--- src/rtl/dbg_host_bridge_pkg.sv ---
// Shared encodings for the b16 debug host bridge: FSM states, command opcodes,
// debug register indices and fixed response bytes.
package dbg_host_bridge_pkg;

  typedef enum logic [3:0] {
    IDLE, GET_HI, GET_LO, WRITE, READ, TX_HI, TX_LO, ERR, TX_ACK
  } state_t;

  typedef enum logic [1:0] {
    CMD_READ  = 2'b00,
    CMD_WRITE = 2'b01,
    CMD_SNAP  = 2'b10,
    CMD_ILL   = 2'b11
  } cmd_t;

  localparam logic [2:0] REG_N    = 3'd0;
  localparam logic [2:0] REG_R    = 3'd1;
  localparam logic [2:0] REG_BP   = 3'd2;
  localparam logic [2:0] REG_STAT = 3'd3;
  localparam logic [2:0] REG_P    = 3'd4;
  localparam logic [2:0] REG_T    = 3'd5;
  localparam logic [2:0] REG_RR   = 3'd6;
  localparam logic [2:0] REG_I    = 3'd7;

  localparam logic [7:0] RSP_ERR = 8'hEE;
  localparam logic [7:0] RSP_ACK = 8'hA5;

  function automatic cmd_t cmd_op(input logic [7:0] b);
    return cmd_t'(b[7:6]);
  endfunction

endpackage

--- src/rtl/dbg_host_bridge_tx.sv ---
// Byte serializer onto the tx valid/ready link: a loaded word goes out hi then lo (pair) or as its lo byte only.
// First byte appears the cycle after load and is held stable until tx_ready; load is only issued while idle.
module dbg_tx_byte (
  input  logic        clk,
  input  logic        nreset,
  input  logic        load,
  input  logic        pair,
  input  logic [15:0] word,
  input  logic        tx_ready,
  output logic [7:0]  tx_data,
  output logic        tx_valid,
  output logic        accept,
  output logic        done
);

  logic [7:0] lo;
  logic       more;

  assign accept = tx_valid & tx_ready;
  assign done   = accept & ~more;

  always_ff @(posedge clk) begin
    if (!nreset) begin
      tx_data  <= 8'h00;
      tx_valid <= 1'b0;
      lo       <= 8'h00;
      more     <= 1'b0;
    end else if (load) begin
      tx_valid <= 1'b1;
      tx_data  <= pair ? word[15:8] : word[7:0];
      lo       <= word[7:0];
      more     <= pair;
    end else if (accept) begin
      if (more) begin
        tx_data <= lo;
        more    <= 1'b0;
      end else begin
        tx_valid <= 1'b0;
      end
    end
  end

endmodule

--- src/rtl/dbg_host_bridge.sv ---
// Host byte-protocol initiator for the b16 debug window: parses READ/WRITE/SNAPSHOT, strobes r/w, streams reads back.
// Writes strobe one cycle after the lo byte; rx is back-pressured outside IDLE/GET_*; optional write ACK via DBG_ACK_EN.
module dbg_host_bridge
  import dbg_host_bridge_pkg::*;
#(
  parameter int               l       = 16,
  parameter logic [l-5:0]     dbgaddr = 12'hFFE,
  parameter logic [15:0]      tmo     = 16'd50000
) (
  input  logic         clk,
  input  logic         nreset,
  input  logic [7:0]   rx_data,
  input  logic         rx_valid,
  output logic         rx_ready,
  output logic [7:0]   tx_data,
  output logic         tx_valid,
  input  logic         tx_ready,
  output logic [l-2:0] addr,
  output logic         r,
  output logic [1:0]   w,
  output logic [l-1:0] data,
  input  logic [l-1:0] din,
  output logic         busy
);

  state_t      state, nxt;
  logic [2:0]  idx;
  logic        snap;
  logic [15:0] gap;
  logic        gap_hit;
  logic        rx_acc;
  cmd_t        op;
  logic        tx_load, tx_pair, tx_accept, tx_done;
  logic [15:0] tx_word;

  assign op       = cmd_op(rx_data);
  assign rx_ready = (state == IDLE) || (state == GET_HI) || (state == GET_LO);
  assign rx_acc   = rx_valid & rx_ready;
  assign gap_hit  = (gap == tmo - 16'd1);

  assign r    = (state == READ);
  assign w    = {2{state == WRITE}};
  assign addr = {dbgaddr, idx};
  assign busy = (state != IDLE);

  always_ff @(posedge clk) begin
    if (!nreset) state <= IDLE;
    else         state <= nxt;
  end

  always_comb begin
    nxt     = state;
    tx_load = 1'b0;
    tx_pair = 1'b0;
    tx_word = din[15:0];
    case (state)
      IDLE: begin
        if (rx_acc) begin
          case (op)
            CMD_READ, CMD_SNAP: nxt = READ;
            CMD_WRITE:          nxt = GET_HI;
            default: begin
              nxt     = ERR;
              tx_load = 1'b1;
              tx_word = {8'h00, RSP_ERR};
            end
          endcase
        end
      end
      GET_HI: begin
        if (rx_acc)       nxt = GET_LO;
        else if (gap_hit) nxt = IDLE;
      end
      GET_LO: begin
        if (rx_acc)       nxt = WRITE;
        else if (gap_hit) nxt = IDLE;
      end
      WRITE: begin
`ifdef DBG_ACK_EN
        nxt     = TX_ACK;
        tx_load = 1'b1;
        tx_word = {8'h00, RSP_ACK};
`else
        nxt = IDLE;
`endif
      end
      // din is sampled into the serializer in the same cycle as the r strobe
      READ: begin
        nxt     = TX_HI;
        tx_load = 1'b1;
        tx_pair = 1'b1;
      end
      TX_HI: if (tx_accept) nxt = TX_LO;
      TX_LO: if (tx_done)   nxt = (snap && idx != REG_I) ? READ : IDLE;
      ERR, TX_ACK: if (tx_done) nxt = IDLE;
      default: nxt = IDLE;
    endcase
  end

  always_ff @(posedge clk) begin
    if (!nreset) begin
      idx  <= 3'd0;
      snap <= 1'b0;
      data <= '0;
      gap  <= 16'd0;
    end else begin
      if (state == IDLE && rx_acc && op != CMD_ILL) begin
        snap <= (op == CMD_SNAP);
        // snapshot starts at BP: reading N or R would pop the cpu stacks
        idx  <= (op == CMD_SNAP) ? REG_BP : rx_data[2:0];
      end
      if (state == GET_HI && rx_acc) data[l-1:8] <= rx_data;
      if (state == GET_LO && rx_acc) data[7:0]   <= rx_data;
      if (state == TX_LO && tx_done && nxt == READ) idx <= idx + 3'd1;
      if ((state == GET_HI || state == GET_LO) && !rx_acc && !gap_hit) gap <= gap + 16'd1;
      else                                                               gap <= 16'd0;
    end
  end

  dbg_tx_byte u_tx (
    .clk      (clk),
    .nreset   (nreset),
    .load     (tx_load),
    .pair     (tx_pair),
    .word     (tx_word),
    .tx_ready (tx_ready),
    .tx_data  (tx_data),
    .tx_valid (tx_valid),
    .accept   (tx_accept),
    .done     (tx_done)
  );

endmodule
--- config.mk ---
export PLATFORM = sky130hd
export DESIGN_NAME = dbg_host_bridge
export DESIGN_NICKNAME = d
export VERILOG_FILES = /design/src/rtl/dbg_host_bridge_pkg.sv /design/src/rtl/dbg_host_bridge_tx.sv /design/src/rtl/dbg_host_bridge.sv
export SDC_FILE = /design/constraint.sdc
export NUM_CORES = 1
export LEC_CHECK = 0
export CAP_MARGIN = 25
export CORE_ASPECT_RATIO = 0.5
export CORE_MARGIN = 2
export CORE_UTILIZATION = 49
export DETAILED_ROUTE_END_ITERATION = 12
export MAX_ROUTING_LAYER = met4
export PLACE_DENSITY = 0.88
export SYNTH_ARGS = -nofsm -noshare
export SYNTH_HDL_FRONTEND = slang
export SYNTH_HIERARCHICAL = 1
export SYNTH_SLANG_ARGS = --single-unit
--- constraint.sdc ---
create_clock -name clk -period 3.2 [get_ports clk]
set_clock_uncertainty 0.2 [all_clocks]
set_input_delay 0.48 -clock clk [delete_from_list [all_inputs] [get_ports clk]]
set_output_delay 0.48 -clock clk [all_outputs]
set_load 0.02 [all_outputs]
# Word-level counts from Yosys, hierarchy flattened
# Cells that the tools add are included.
# totals
rom_bits,0
input_bits,28
regBits,58
mem_bits_rw,0
wordCells,86
latchBits,0
memories,0
# classes
mux,29
bitwise,4
mul,0
div_mod_pow,0
magnitude_cmp,0
n_eq_ne,15
addsub,2
n_shift,0
n_reduce_logical,26
# op_table
operator,count
2-to-1 mux 16 bit,3
2-to-1 mux 8 bit,4
2-to-1 mux 4 bit,7
case mux 4 bit (7 select lines),1
"equality test 4 x 3 -> 1 bit, second input constant",5
"adder 16 x 1 -> 16 bit, second input constant",1
"equality test 16 bit, second input constant",1
2-to-1 mux 3 bit,4
logical AND 1 bit,9
"equality test 4 x 2 -> 1 bit, second input constant",2
2-to-1 mux 1 bit,8
case mux 3 bit (2 select lines),1
AND reduction 2 bit,3
nonzero test 2 bit,3
"equality test 4 x 1 -> 1 bit, second input constant",1
"equality test 4 bit, second input constant",1
zero test 4 bit,1
"!= test 2 bit, second input constant",2
nonzero test 4 bit,1
OR reduction 2 bit,2
"adder 3 x 1 -> 3 bit, second input constant",1
bitwise AND 1 bit,3
logical OR 1 bit,3
"!= test 3 bit, second input constant",1
7 further kinds,8

# Longest topological paths before layout
# Gate-level depths: netlist (run 1).
# logic_depth
word_depth,9
depth_mapped,11
mapped_depth_nobuf,7

# Cells and area by module
# The synthesis (run 1) kept the hierarchy.
# by_module_without_submodules
mod,n_inst,cells_each,area_per_inst_um2
dbg_host_bridge,1,248,2118.3
dbg_tx_byte,1,81,830.8

# Least setup slack after synthesis (run 1)
# OpenSTA, ideal clock, no wires.
# synth_timing
path_type,register to register
from,register state[0]
to,register u_tx.tx_data[3]
path_buffers,2
arrival_time_ns,2.258
setup_ns,0.131
path_stages_with_launch,8
required_ns,2.869
slack_ns,0.611
path_cell_list,dfxtp_1 -> buf_2 -> or2_2 -> nor3b_1 -> buf_2 -> mux2_2 -> o21ai_0 -> a21oi_1
# synth_between
elab_cells_between_ends,17
cone_classes,eq/ne (3); mux (7); bitwise (1); reduce/logical (6)
# synth_rtl
element,line_no,source
start: declaration,dbg_host_bridge.sv:26,"state_t state, nxt;"
start signal: assignment,dbg_host_bridge.sv:48,else state <= nxt;
equality test 4 x 3 -> 1 bit *,n/a,
net r,dbg_host_bridge.sv:19,"output logic r,"
case mux 1 bit (2 select lines) / 2-to-1 mux 1 bit (equally long branches),dbg_host_bridge.sv:56,case (state)
nonzero test 2 bit (no line) / 2-to-1 mux 8 bit (equally long branches),n/a,
AND reduction 2 bit (no line) / 2-to-1 mux 8 bit (equally long branches),n/a,
end signal: assignment,dbg_host_bridge_tx.sv:30,tx_data <= pair ? word[15:8] : word[7:0];
end signal: assignment,dbg_host_bridge_tx.sv:35,tx_data <= lo;
end: declaration,dbg_host_bridge_tx.sv:10,"output logic [7:0] tx_data,"
# The timed path passes the listed nets; every way through them passes the cells marked *.
# A chain may end at the register's enable or synchronous reset.

# Final worst setup path (run 1)
# layout_timing
from,register state[1]
to,output r
# layout_between
elab_chain_len,1
# layout_lines
element,line_no,source
equality test 4 x 3 -> 1 bit,dbg_host_bridge.sv:41,assign r = (state == READ);
end: declaration,dbg_host_bridge.sv:19,
# Every way passes these cells.

==> metrics.txt, run 1 <==
GRT Total Usage=24.3%; DP HPWL=4.90 mm; WL/cell=16.0 µm; crit path max fanout=12; Fill cells=421; YS warnings=6; htree depth=3; initial antenna violation count=0; initial cell density of the core=52.3%; Via density=5.58; Crit Path Class=reg2out; async set or reset register ratio after synthesis=0%; CTS buffer count=9; Setup Buffers After CTS=0; setup TNS=0 ps; VDD IR max=0.000315 V; initial drt markers=172; Max Cap Viol=0; Cells after Synth=329; synth-to-layout area growth=30.2%; GPL Wtd Cong=0.890; Critical Path Sink Type=output pin; Final setup viols=0; Tcrit/Tclk final=87.0%; fin. max-slew vios=0; sequential cell area=0.00116 mm²; first-pass GRT wire length=12.2 mm; footprint of the multi-input gates=0.00161 mm²; Worst Path Required=2520 ps; Post-synth EDFFs=0; post-route ant nets=0; Skew-Pair Late Insertion Delay=330 ps; CTS tree=built; CTS hold repair buffers=0; post-synthesis sequential area ratio=39.4%; Leak=0.00148 µW; RSZ-0062 raised after global routing=no; clk sinks=58; Min Clock Period, post-route=2780 ps; PortBufs=60; Syn Area/Cell=8.96 µm²; vias in the first global route=2514; Finished Core Util=68.1%; antenna fix cells=0; Core ar.=0.00563 mm²; grt total ovfl=0; First-pass DRT Iterations=5; detailed-route wire length=7.47 mm; chip width=114 µm; post-synth top area share=39.4%; Setup crit start kind=flop; Worst slew margin=61.5%; Clock Tree Buf Depth=2; Pwr Density=651 mW/mm²; Finished Cell Area=0.00384 mm²; top_reg_cell synth=dfxtp_1; #FFs+latches synth=58; status=finished, final reports clean; row cnt=19; FMAX=0.359 GHz; Worst Hold Class=reg2reg; Post-Place Cells=450; largest net degree at the start of global routing=42; die area=0.00669 mm²; nets@finish=419; Synth cell types=53; CTS resizes=0; Finished Layout Cells=466; routed via count=2602; Residual DRC=0; final hold vios=0; die height=58.9 µm; Synth area leader=dfxtp_1; io pins=73; synth top area cells=dfxtp_1 39%, mux2i_1 8.1%, nor2b_1 6.6%; crit path DAT=2100 ps; share of post-route cells with drive strength above 1=9.16%; hold_ws=257 ps; Placed Area=0.00355 mm²; clock transition at the registers of the reported paths=50 ps; CTS Root Cell=clkbuf_16; worst slew pin tran=575 ps; area of the mapped netlist=0.00295 mm²
==> synthesized netlist by cell type (3+ instances only) <==
cell type / number
nor4_1: 4
nand2_1: 21
or2_1: 7
nor3b_1: 3
and3_1: 3
nor2b_1: 31
o21ai_0: 10
nor3_1: 6
buf_4: 14
nor2_1: 23
a21boi_0: 10
nand4_1: 7
inv_1: 9
xnor2_1: 14
a21oi_1: 11
mux2_2: 7
ha_1: 3
clkbuf_1: 5
buf_2: 9
dfxtp_1: 58
mux2i_1: 24
nand3_1: 14
==> critical path, cell delays in order (launching register included) <==
cell and delay (ps):
dfxtp_1 440, or2_2 410, nor3b_1 280, clkdlybuf4s50_1 650
==> metal layers <==
metal	track usage [%]	routed length, µm
met5	-	0
met4	10.6	188
met3	5.87	429
met2	43.1	3770
met1	26.6	3080
==> kinds of logic after synthesis <==
family                   share of synthesized area, %
other                                           0.255
AND/OR/NAND/NOR                                  26.0
adder cells (fa/ha/maj)                          1.27
buffers and inverters                            7.38
flip-flops                                       39.4
AO/OA/AOI/OAI                                    9.97
XOR/XNOR                                         4.45
multiplexers                                     11.3
==> registers in the layout, indices dropped and copies added (netlist names) <==
name and flops:
gap 16, data 16, snap 1, u_tx/tx_valid 1
u_tx/lo 8, idx 3, u_tx/tx_data 8, u_tx/more 1
state 4
==> cells in the final DEF, fill, tap and decap left out, drive strengths merged, types with 3 or more instances in the layout <==
| cell type | instances |
|---|---|
| inv | 9 |
| nand3 | 15 |
| ha | 3 |
| o21ai | 10 |
| a21oi | 11 |
| or2 | 8 |
| nand4 | 7 |
| buf | 8 |
| and3 | 3 |
| dfxtp | 58 |
| nor3 | 7 |
| conb | 12 |
| nor2 | 24 |
| mux2 | 8 |
| clkdlybuf4s50 | 60 |
| nor2b | 31 |
| nor4 | 4 |
| xnor2 | 14 |
| a21boi | 11 |
| nor3b | 4 |
| mux2i | 24 |
| clkbuf | 14 |
| nand2 | 21 |
==> per-stage QoR <==
stage	setup WS (ps)	total power (µW)
3_3_place_gp	431	1560
6_report	416	2500
5_1_grt	355	2600
3_5_place_dp	300	1590
4_1_cts	434	2510
2_1_floorplan	611	1340
==> path summary, 6_finish.rpt <==
check | endpoint | depth (start not counted) | start | slack, ps
hold reg to reg | data[4]$_SDFFE_PN0P_ | 2 | data[4]$_SDFFE_PN0P_ | 260
setup reg to reg | u_tx/tx_data[4]$_SDFFE_PN0P_ | 8 | state[1]$_SDFF_PN0_ | 660
setup / recovery | r | 3 | state[1]$_SDFF_PN0_ | 420
hold / removal | data[4]$_SDFFE_PN0P_ | 2 | data[4]$_SDFFE_PN0P_ | 260
==> cell type report <==
class	instances	area share [%]
Clock buffer	14	7.14
Tap cell	73	2.38
Clock inverter	2	0.261
Sequential cell	58	30.2
Inverter	9	0.880
Multi-Input combinational cell	242	41.9
Timing Repair Buffer	68	17.2
==> report_power, final <==
| part | internal, µW | switching (µW) | total, µW | leakage [µW] |
|---|---|---|---|---|
| logic | 340 | 377 | 716 | 0.000863 |
| clock network | 583 | 310 | 893 | 0.000143 |
| registers | 807 | 81.1 | 888 | 0.000471 |
| total | 1730 | 768 | 2500 | 0.00148 |
Note: power is estimated with default switching activity, not from simulation.
==> run 2: changes to the inputs <==
- CTS_BUF_LIST: not set -> sky130_fd_sc_hd__clkbuf_16
==> run 2 against run 1 <==
Net effect: fmax up 1.1%; sequential share of layout area up 0.24 points; clock-buffer cell count down 5; setup slack better by 30 ps; global-route usage down 1.4 points; critical endpoint unchanged; final area down 0.78%; sequential power about the same; critical path depth unchanged; sequential cell count unchanged; wire length down 4.9%.
==> metrics.txt, run 2 (synthesized netlist as in run 1, its figures left out) <==
FMAX=0.363 GHz (+1.1%); setup TNS=0 ps (unchanged); VDD IR max=0.000303 V (-3.9%); Final Power=2400 µW (-3.9%); CTS buffer count=9 (unchanged); FF-to-FF Start=state[0]$_SDFF_PN0_; Clock Tree Buf Depth=2 (unchanged); grt total ovfl=0 (unchanged); Worst slew margin=63.1% (+1.5 points); Min Clock Period, post-route=2750 ps (-29.6 ps); Residual DRC=0 (unchanged); CP cell instances=or2_2 > nor3b_1 > clkdlybuf4s50_1; row cnt=19 (unchanged); footprint of the multi-input gates=0.00161 mm² (unchanged); Pwr Density=630 mW/mm² (-3.1%); slowest cell delay on critical path=650 ps (about the same); Worst Hold Endpoint=data[4]$_SDFFE_PN0P_; vias in the first global route=2452 (-2.5%); Skew-Pair Late Insertion Delay=320 ps (about the same); initial drt markers=154 (-10%); largest net degree at the start of global routing=42 (unchanged); met1 Use GR=25.6% (-1.0 points); initial antenna violation count=0 (unchanged); RSZ-0062 raised after global routing=no; synth-to-layout area growth=29.1%; CTS tree=built; DP HPWL=4.90 mm (unchanged); fin. max-slew vios=0 (unchanged); crit path DAT=2070 ps (-30 ps); initial cell density of the core=52.3% (unchanged); nets@finish=419 (unchanged); Most Used Layer, Global Route=met2; biggest registers after layout=data (16), gap (16); routed via count=2572 (-1.2%); post-route ant nets=0 (unchanged); antenna fix cells=0 (unchanged); Core ar.=0.00563 mm² (unchanged); PortBufs=60 (unchanged); sequential cell area=0.00116 mm² (unchanged); Via density=5.52 (-1.2%); Critical Path Sink Type=output pin; htree depth=3 (unchanged); First-pass DRT Iterations=5 (unchanged); Hold Startpoint=data[4]$_SDFFE_PN0P_; crit path max-delay cell type=clkdlybuf4s50_1; final hold vios=0 (unchanged); io pins=73 (unchanged); FF-to-FF End=u_tx/tx_data[4]$_SDFFE_PN0P_; M3 GR Usage=7.42% (+1.5 points); first-pass GRT wire length=11.6 mm (-5.3%); Worst Hold Class=reg2reg; CTS resizes=0 (unchanged); Setup Buffers After CTS=0 (unchanged); worst slew pin tran=553 ps (-22.8 ps); hold_ws=257 ps (-0.120 ps); chip width=114 µm (unchanged); GPL Wtd Cong=0.890 (unchanged); die area=0.00669 mm² (unchanged); WL/cell=15.2 µm (-4.9%); clock transition at the registers of the reported paths=50 ps (about the same); met2 usage in global routing=39.8% (-3.3 points); CTS hold repair buffers=0 (unchanged); detailed-route wire length=7.11 mm (-4.9%); highest-count cells in the layout ignoring fill and taps=60 x clkdlybuf4s50_1, 58 x dfxtp_1, 31 x nor2b_1, 24 x mux2i_1, 23 x nor2_1; Tcrit/Tclk final=86.1% (-0.92 points); Placed Area=0.00355 mm² (unchanged); Setup crit start kind=flop; die height=58.9 µm (unchanged); Crit Path Class=reg2out; worst hold path depth=2 (unchanged); status=finished, final reports clean; clk sinks=58 (unchanged); Max Cap Viol=0 (unchanged); commonest non-fill, non-tap cell in the layout=clkdlybuf4s50_1; R2R cell count=8 (unchanged); R2R Setup Slk=720 ps (+60 ps); Finished Cell Area=0.00381 mm² (-0.78%); GRT Total Usage=22.9% (-1.4 points); Fill cells=431 (+2.4%); Worst Path Required=2520 ps (about the same); Leak=0.00147 µW (-0.58%); share of post-route cells with drive strength above 1=8.40% (-0.76 points); crit-path leading delay family=simple AND/OR/NAND/NOR gates; crit path max fanout=10 (-2); Buf/Inv on CP=1 (unchanged); Final setup viols=0 (unchanged); CTS Root Cell=clkbuf_16
==> run 2: cell count changes in the layout (fill, tap and decap cells not counted), sizes merged <==
cell | before | now
inv | 9 | 11
clkinv | 2 | 5
clkbuf | 14 | 9
==> run 2: stage by stage <==
stage / std cells / setup slack (ps) / util (%)
detailed placement: 450 / 300 / 63.1
global route: 466 / 364 / 67.6
floorplan: 339 / 611 / -
CTS: 466 / 442 / 67.6
global placement: 450 / 431 / 63.1
finish: 466 / 446 / 67.6
==> run 2: how the worst max path moves through the flow <==
stage                                    from                            to  cells past startpoint
final                     state[0]$_SDFF_PN0_                             r                      3
after global routing      state[1]$_SDFF_PN0_                             r                      3
after CTS                 state[1]$_SDFF_PN0_                             r                      3
after detailed placement             rx_valid  u_tx/tx_data[2]$_SDFFE_PN0P_                      9
after global placement               rx_valid  u_tx/tx_data[0]$_SDFFE_PN0P_                      9
after floorplan           state[0]$_SDFF_PN0_  u_tx/tx_data[3]$_SDFFE_PN0P_                      7
==> run 2: tightest hold or removal path, cell delays in order, from the launching register on <==
cell,delay [ps]
dfxtp_1,300
nand2_1,40
a21boi_0,60
==> run 2: final cells by class <==
type                       instances  share of cell area, %
multi-input combinational        242                   42.2
clock inverter                     7                  0.756
sequential                        58                   30.5
timing repair buffer              68                   17.3
clock buffer                       9                   5.91
tap                               73                   2.40
inverter                           9                  0.887
==> run 2: where the power goes <==
group          internal (µW)  switching [µW]
registers                807            77.7
logic                    339             367
clock network            504             305
total                   1650             750
==> run 2: metal layers <==
| layer | wire, µm | vias to the layer above |
|---|---|---|
| li1 | - | 1228 |
| met1 | 2980 | 1234 |
| met2 | 3600 | 95 |
| met3 | 435 | 15 |
| met4 | 92 | 0 |
| met5 | 0 | - |
==> run 3: changes to the inputs <==
- CORE_MARGIN: 2 -> not set
- CORE_UTILIZATION: 49 -> 45
- PLACE_DENSITY: 0.88 -> 0.77
- clock period: 3.2 -> 2.35 ns (I/O delays scaled with it)
==> run 3 against run 2 <==
Net effect: final area rose by 6.6%; setup slack worse by 360 ps; register-to-register slack got worse by 500 ps; sequential cell count unchanged; first-iteration DRC count grew 79%; critical path type is now in2reg; critical endpoint is now u_tx/tx_data[6]$_SDFFE_PN0P_.
==> metrics.txt, run 3 (synthesized netlist as in run 1, its figures left out) <==
status=finished, final reports clean; row cnt=20 (+1); nets@finish=435 (+3.8%); share of post-route cells with drive strength above 1=13.9% (+5.5 points); Post-Place Cells=479 (+6.4%); PortBufs=60 (unchanged); Residual DRC=0 (unchanged); Final setup viols=0 (unchanged); final hold vios=0 (unchanged); crit path max fanout=16 (+6); crit path DAT=2270 ps (+200 ps); commonest non-fill, non-tap cell in the layout=dfxtp_1; CTS Root Cell=clkbuf_16; Finished Layout Cells=497 (+6.7%); VDD IR max=0.000428 V (+41%); logic gate share of total power=29.1% (-0.3 points); Leak=0.00160 µW (+9.2%); routed via count=2499 (-2.8%); Pwr Density=913 mW/mm² (+45%); hold_ws=268 ps (+10.8 ps); Tcrit/Tclk final=96.3%; GPL Wtd Cong=0.841 (-5.5%); DP HPWL=4.86 mm (-0.78%); Switching Share=28.4% (-2.8 points); antenna fix cells=0 (unchanged); htree depth=3 (unchanged); RSZ-0062 raised after global routing=no; Placed Area=0.00371 mm² (+4.3%); CTS buffer count=9 (unchanged); First-pass DRT Iterations=4 (-1); grt total ovfl=0 (unchanged); Via density=5.03 (-8.9%); Crit Path Class=in2reg; GRT Total Usage=22.7% (-0.19 points); Worst Hold Class=reg2reg; Worst Path Required=2360 ps (-160 ps); synth-to-layout area growth=37.7%; WL/cell=13.8 µm (-9.5%); initial cell density of the core=47.5% (-4.8 points); Skew-Pair Late Insertion Delay=330 ps (about the same); Worst slew margin=57.9% (-5.1 points); Core ar.=0.00621 mm² (+10%); post-route ant nets=0 (unchanged); FMAX=0.442 GHz; vias in the first global route=2477 (+1.0%); chip width=116 µm (+2.4%); Clk pwr share=39.4% (+5.7 points); biggest registers after layout=data (16), gap (16); initial drt markers=276 (+79%); largest net degree at the start of global routing=31 (-26%); Critical Path Sink Type=flop; Seq pwr share=31.5% (-5.4 points); detailed-route wire length=6.86 mm (-3.5%); CTS hold repair buffers=0 (unchanged); clock transition at the registers of the reported paths=50 ps (about the same); first-pass GRT wire length=11.4 mm (-2.0%); Psw=1050 µW (+40%); Setup crit start kind=input pin; CTS tree=built; Min Clock Period, post-route=2260 ps; io pins=73 (unchanged); Finished Cell Area=0.00406 mm² (+6.6%); highest-count cells in the layout ignoring fill and taps=58 x dfxtp_1, 56 x clkdlybuf4s50_1, 31 x nor2b_1, 24 x mux2i_1; die area=0.00690 mm² (+3.1%); design internal power=2660 µW (+61%); fin. max-slew vios=0 (unchanged); initial antenna violation count=0 (unchanged); Max Cap Viol=0 (unchanged); die height=59.2 µm (+0.66%); Clock Tree Buf Depth=2 (unchanged); clk sinks=58 (unchanged); worst slew pin tran=629 ps (+76.7 ps)
run 3: changes by cell type in the layout (fill, tap and decap cells not counted), sizes merged:
cell / delta
buf: +16
clkdlybuf4s50: -4
dlygate4sd2: +4
bufinv: +3
clkinv: -2
inv: -2
clkinvlp: +1
run 3: timing repair:
action / CTS / global route
setup buffers: 2 / 0
gates resized for setup: 6 / 2
setup endpoints to repair: 5 / 6
run 3: worst paths after layout:
kind                   startpoint                            to  slack, ps  cells after the start
min          data[0]$_SDFFE_PN0P_          data[0]$_SDFFE_PN0P_        270                      2
max reg2reg   state[3]$_SDFF_PN0_  u_tx/tx_data[6]$_SDFFE_PN0P_        220                      8
min reg2reg  data[0]$_SDFFE_PN0P_          data[0]$_SDFFE_PN0P_        270                      2
max                      rx_valid  u_tx/tx_data[6]$_SDFFE_PN0P_         90                      9
run 3: per-stage QoR:
| stage | TNS, ps | worst slack, ps | util, % | power [µW] |
|---|---|---|---|---|
| 6_report | 0 | 87.0 | 65.4 | 3710 |
| 5_1_grt | 0 | 6.28 | 65.4 | 3890 |
| 4_1_cts | 0 | 41.0 | 65.4 | 3730 |
| 3_5_place_dp | -3260 | -285 | 59.8 | 2250 |
| 3_3_place_gp | -2360 | -222 | 59.8 | 2210 |
| 2_1_floorplan | 0 | 26.8 | - | 1830 |
run 3: metal layers:
metal	vias up	share of wire, %	wire (µm)	GRT usage, %
met2	58	52	3540	41.0
met1	1174	43	2920	24.0
li1	1258	-	-	-
met4	0	0.82	56	4.95
met3	9	4.9	338	8.28
met5	-	0	0	-
run 3: critical path, cell delays in order:
cell and delay, ps:
clkdlybuf4s50_1 470, or3b_4 400, nor2_4 90, and3_1 230
buf_12 150, nor2b_1 50, mux2_2 270, o21ai_0 200
a21oi_1 70
run 3: power by group through the flow:
stage / sequential [µW] / clock, µW / combinational (µW)
2_1_floorplan: 1250 / 0 / 577
3_3_place_gp: 1180 / 0 / 1030
3_5_place_dp: 1180 / 0 / 1060
4_1_cts: 1170 / 1490 / 1080
5_1_grt: 1180 / 1530 / 1170
6_report: 1170 / 1460 / 1080
run 3: cell type report:
cell class	count	area, µm²
repair buffers	84	801
clock buffers	9	225
flip-flops and latches	58	1160
inverters	9	37.5
fillers	494	2140
clock inverters	7	109
well taps	88	110
multi-input cells	242	1620
